`config.mk`:
```
export PLATFORM = sky130hd
export DESIGN_NAME = note_highlight_renderer
export DESIGN_NICKNAME = d
export VERILOG_FILES = /design/src/rtl/note_highlight_renderer.sv
export SDC_FILE = /design/constraint.sdc
export NUM_CORES = 2
export LEC_CHECK = 0
export ABC_AREA = 1
export BUFFER_PORTS_ARGS = -buffer_cell sky130_fd_sc_hd__buf_2
export CORE_AREA = 2 2 350 352
export CTS_CLUSTER_DIAMETER = 120
export DETAILED_ROUTE_END_ITERATION = 10
export DIE_AREA = 0 0 352 354
export SLEW_MARGIN = 10
export SYNTH_ARGS = -nofsm -noshare
export SYNTH_HDL_FRONTEND = slang
export SYNTH_SLANG_ARGS = --single-unit
```
`constraint.sdc`:
```
create_clock -name clk -period 12.4 [get_ports clk]
set_input_delay 0.62 -clock clk [delete_from_list [all_inputs] [get_ports clk]]
set_output_delay 0.62 -clock clk [all_outputs]
set_load 0.02 [all_outputs]
```
`src/rtl/note_highlight_renderer.sv`:
```
// rtl/note_highlight_renderer.sv - piano-key note highlight dots overlaid on a video pixel stream
// Optional macro NOTE_HIGHLIGHT_FADE_EN: dim the dot to half blue during the second half of its hold.
module note_highlight_renderer #(
    parameter int NUM_VOICES  = 4,
    parameter int RADIUS      = 15,
    parameter int HOLD_FRAMES = 30
) (
    input  logic       clk,
    input  logic       reset,
    input  logic       init,
    input  logic       play_en,
    input  logic       note_valid,
    input  logic [4:0] note,
    input  logic       frame_start,
    input  logic [9:0] x,
    input  logic [8:0] y,
    input  logic [7:0] bg_r,
    input  logic [7:0] bg_g,
    input  logic [7:0] bg_b,
    output logic [7:0] r,
    output logic [7:0] g,
    output logic [7:0] b,
    output logic [3:0] active_count
);
    localparam int          PW        = (NUM_VOICES > 1) ? $clog2(NUM_VOICES) : 1;
    localparam logic [7:0]  HOLD_INIT = 8'(HOLD_FRAMES);
    localparam logic [20:0] RAD_SQ    = 21'(RADIUS * RADIUS);

    logic [NUM_VOICES-1:0] valid_q;
    logic [3:0]            cls_q  [NUM_VOICES];
    logic [7:0]            hold_q [NUM_VOICES];
    logic [PW-1:0]         rptr_q;

    logic [3:0]            key;
    logic                  trig;
    logic                  found_match;
    logic                  found_free;
    logic                  replace;
    logic [NUM_VOICES-1:0] sel;

    assign key  = 4'(note % 5'd12);
    assign trig = play_en && note_valid;

    // Priority: existing voice of the same key, else lowest free voice, else the replace pointer.
    always_comb begin
        sel         = '0;
        found_match = 1'b0;
        found_free  = 1'b0;
        for (int i = 0; i < NUM_VOICES; i++) begin
            if (valid_q[i] && cls_q[i] == key && !found_match) begin
                sel[i]      = 1'b1;
                found_match = 1'b1;
            end
        end
        if (!found_match) begin
            for (int i = 0; i < NUM_VOICES; i++) begin
                if (!valid_q[i] && !found_free) begin
                    sel[i]     = 1'b1;
                    found_free = 1'b1;
                end
            end
            if (!found_free) begin
                for (int i = 0; i < NUM_VOICES; i++) begin
                    sel[i] = (PW'(i) == rptr_q);
                end
            end
        end
        if (!trig) begin
            sel = '0;
        end
        replace = trig && !found_match && !found_free;
    end

    always_ff @(posedge clk) begin
        if (reset || init) begin
            valid_q <= '0;
            rptr_q  <= '0;
            for (int i = 0; i < NUM_VOICES; i++) begin
                cls_q[i]  <= 4'd0;
                hold_q[i] <= 8'd0;
            end
        end else begin
            for (int i = 0; i < NUM_VOICES; i++) begin
                if (sel[i]) begin
                    valid_q[i] <= 1'b1;
                    cls_q[i]   <= key;
                    hold_q[i]  <= HOLD_INIT;
                end else if (frame_start && valid_q[i]) begin
                    hold_q[i] <= hold_q[i] - 8'd1;
                    if (hold_q[i] == 8'd1) begin
                        valid_q[i] <= 1'b0;
                    end
                end
            end
            if (replace) begin
                rptr_q <= (rptr_q == PW'(NUM_VOICES - 1)) ? '0 : rptr_q + 1'b1;
            end
        end
    end

    function automatic logic covers(input logic [3:0] k, input logic [9:0] px, input logic [8:0] py);
        logic [9:0]  cx;
        logic [9:0]  cy;
        logic [9:0]  dx;
        logic [9:0]  dy;
        logic [20:0] d2;
        case (k)
            4'd0:    begin cx = 10'd28;  cy = 10'd176; end
            4'd1:    begin cx = 10'd55;  cy = 10'd88;  end
            4'd2:    begin cx = 10'd82;  cy = 10'd176; end
            4'd3:    begin cx = 10'd109; cy = 10'd88;  end
            4'd4:    begin cx = 10'd136; cy = 10'd176; end
            4'd5:    begin cx = 10'd190; cy = 10'd176; end
            4'd6:    begin cx = 10'd217; cy = 10'd88;  end
            4'd7:    begin cx = 10'd244; cy = 10'd176; end
            4'd8:    begin cx = 10'd271; cy = 10'd88;  end
            4'd9:    begin cx = 10'd298; cy = 10'd176; end
            4'd10:   begin cx = 10'd325; cy = 10'd88;  end
            4'd11:   begin cx = 10'd352; cy = 10'd176; end
            default: begin cx = 10'd0;   cy = 10'd0;   end
        endcase
        dx = (px >= cx) ? px - cx : cx - px;
        dy = ({1'b0, py} >= cy) ? {1'b0, py} - cy : cy - {1'b0, py};
        d2 = 21'(20'(dx) * 20'(dx)) + 21'(20'(dy) * 20'(dy));
        return (px < 10'd382) && (py < 9'd231) && (d2 <= RAD_SQ);
    endfunction

    logic       hit;
    logic [7:0] blue;

    // Lowest-index covering voice decides the blue level.
    always_comb begin
        hit  = 1'b0;
        blue = 8'd0;
        for (int i = 0; i < NUM_VOICES; i++) begin
            if (!hit && valid_q[i] && covers(cls_q[i], x, y)) begin
                hit = 1'b1;
`ifdef NOTE_HIGHLIGHT_FADE_EN
                blue = (hold_q[i] > 8'(HOLD_FRAMES / 2)) ? 8'd255 : 8'd128;
`else
                blue = 8'd255;
`endif
            end
        end
    end

    always_ff @(posedge clk) begin
        if (reset) begin
            r <= 8'd0;
            g <= 8'd0;
            b <= 8'd0;
        end else if (hit) begin
            r <= 8'd0;
            g <= 8'd0;
            b <= blue;
        end else begin
            r <= bg_r;
            g <= bg_g;
            b <= bg_b;
        end
    end

    always_comb begin
        active_count = 4'd0;
        for (int i = 0; i < NUM_VOICES; i++) begin
            active_count = active_count + {3'd0, valid_q[i]};
        end
    end
endmodule
```
==> results by group <==
Outcome
  • Status: complete, no violations

Cells and area
  • Proportion of layout cells with a drive suffix above 1: roughly 5.0%
  • Layout Nets: 5,757
  • Reg area: 2042 um^2
  • Area grow syn2layout: 7.085%
  • Area of the multi-input gates: about 28,000 um^2
  • Filler cell count: between 10,000 and 15,000

Clock tree
  • CTS tree: yes
  • TritonCTS buffer count: 9
  • Clk buf depth: 2
  • Hold Buf Count CTS: 0
  • H-tree depth: 3
  • Post-CTS setup buffer count: 0
  • Worst-path clk slew: 0.06 ns
  • Clock Latency Late Sink: between 0.3 and 0.4 ns
  • Post-cts sizing count: 0
  • Clk sinks: 78
  • Clock root buffer: clkbuf_16

Timing
  • Tmin final: 10.44 ns
  • Fin Hold WS: between 0.4 and 0.5 ns
  • Clk_skew: ~0.0064 ns
  • Final worst-path cycle share: 84.16%
  • Measured slew at the worst slew-check pin: 1.138 ns
  • Slew HR: 23.60%
  • Fin. max-slew vios: 0
  • Hold Fails Final Rpt: 0
  • RSZ-0062 raised after global routing: false
  • Final setup violation count: 0
  • Fmax: 95.82 MHz
  • Setup_tns: 0 ns

Global routing
  • Number of global-route vias before repair: just under 30,000
  • Global-route wire length before repair: 147,700 um
  • Total grt overflow: 0
  • Pin count of the biggest net entering global routing: 47
  • Initial antenna violation count: 16
  • All-layer global routing usage: 14.24%

Setup path
  • Critical path required time: 12.62 ns
  • Buf/Inv on CP: 7
  • CP startpoint kind: flip-flop
  • Crit Path Max Fanout: 16
  • Worst reg-to-reg path cell count: 41
  • Crit Path Class: flip-flop to flip-flop
  • Worst Path Arrival: approximately 11 ns
  • Critical Path End Type: flip-flop
  • Crit path largest cell delay: roughly 0.88 ns
  • CP top delay family: adder cells
  • Crit path depth: 41
  • Slowest CP cell: xor2_1

Worst hold path
  • HP Class: input port to flip-flop
  • Hold depth: 3

Synth
  • Top cells by area, synth: fa_1 (31%), ha_1 (18%), inv_1 (13%)
  • Syn Inst Count: 4,647
  • Asr flop ratio synth: 0%
  • Post-synthesis sequential area ratio: 5.876%
  • Most frequent cell after synthesis: inv_1
  • Synth warn: 0
  • Area share of the largest cell type after synthesis: 30.70%
  • Synth Cell Area: 34,750 um^2
  • Largest area contributor in the netlist: fa_1
  • Commonest cells in the synthesized netlist: inv_1 (1,196), nand2_1 (834), nor2_1 (536)
  • Post-synthesis register bit count: 78
  • Synth cell types: 68
  • Net count after synthesis: 5,727
  • Avg Synthesized Cell Area: roughly 7.5 um^2
  • Number of flops mapped to enable cells by yosys: 48
  • Post-synth top flop: edfxtp_1

Placed design
  • PortBufs: 80
  • Post-DP HPWL: 77,030 um
  • Global placement routability congestion: 0.8953

Route
  • Detail Route Antenna Nets: 0
  • Total number of vias: ~28,000
  • DRC viols: 0
  • Drt initial violations: around 1,500
  • Drt pass-1 iters: 6
  • Via density: between 4 and 5
  • Final WL: 87,440 um
  • DR WL/cell: 13.85 um

Job
  • Max-Cap Viols: 0

Floorplanning
  • DIE WIDTH: around 350 um
  • Ports: 82
  • CORE AREA: around 120,000 um^2
  • Die span in y: 354 um
  • Placement Rows: 128
  • Initial Util: roughly 29%
  • Die area: 124,600 um^2
==> through the flow <==
stage	util (%)	area, um^2	setup WS (ns)	std cells
6_report	30.78	37220	1.964	6313
5_1_grt	30.77	37210	1.210	6309
4_1_cts	30.77	37200	1.925	6307
3_5_place_dp	30.51	36900	1.965	6291
3_3_place_gp	30.51	36900	2.122	6291
2_1_floorplan	-	34750	3.799	4647
==> registers in the layout, summed over array words and instances, names as in the netlist <==
signal	cells
b	8
cls_q	16
g	8
hold_q	32
r	8
rptr_q	2
valid_q	4
==> path summary, 6_finish.rpt <==
check | start | to | slack (ns)
worst min register to register | rptr_q[1]$_SDFFE_PP0P_ | rptr_q[1]$_SDFFE_PP0P_ | 0.53
worst max-delay path | cls_q[3][0]$_SDFFCE_PN0P_ | r[5]$_SDFF_PP0_ | 1.96
worst min-delay path | bg_g[7] | g[7]$_SDFF_PP0_ | 0.49
worst max register to register | cls_q[3][0]$_SDFFCE_PN0P_ | r[5]$_SDFF_PP0_ | 1.96
==> placed cells by master, fill, tap and decap left out, types with 68 or more instances in the layout <==
cell	synthesis	routed
inv_1	1196	1195
nand2_1	834	834
nor2_1	536	535
fa_1	533	533
ha_1	493	493
a21oi_1	160	160
nand3_1	149	149
xor2_1	115	115
buf_2	17	80
o21ai_0	69	68
==> cell type report <==
cell class	instances	area share [%]
Tap cell	1625	5.463
Clock inverter	5	0.1076
Clock buffer	11	0.7094
Sequential cell	78	5.487
Multi-Input combinational cell	3279	74.61
Timing Repair Buffer	91	1.298
Inverter	1218	12.28
Antenna cell	6	0.04034
==> worst register-to-register path: cells and delay by family (launching register included) <==
kind                     cells  cell delay [ns]
buffers and inverters        7             0.82
XOR/XNOR                     1             0.88
flip-flops                   1             0.47
adder cells (fa/ha/maj)     10             4.68
AO/OA/AOI/OAI                4             0.91
AND/OR/NAND/NOR             19             2.59
==> layer usage <==
layer,global-route usage [%],share of wire [%],routed length (um),vias to the layer above
met5,0,0.14,119,-
met3,1.907,5.5,4844,93
li1,-,-,-,14070
met2,24.04,46,40570,625
met1,19.84,47,40860,13400
met4,1.768,1.2,1046,20
==> cells by family (layout without fill, tap and decap cells) <==
kind of cell	after synthesis	count (layout)	synth area share (%)
DFF	78	78	5.876
xor gates and xnor gates	164	164	4.403
muxes	1	1	0.02880
and+or+nand+nor	1710	1710	20.46
buffers and inverters	1290	1325	14.24
adders and majority gates	1026	1026	48.45
other	1	7	0.01079
AOI/OAI and AO/OA	377	377	6.531
Power is not shown: default switching activity piles up to over one toggle a cycle in this logic, so the estimate is an artifact.
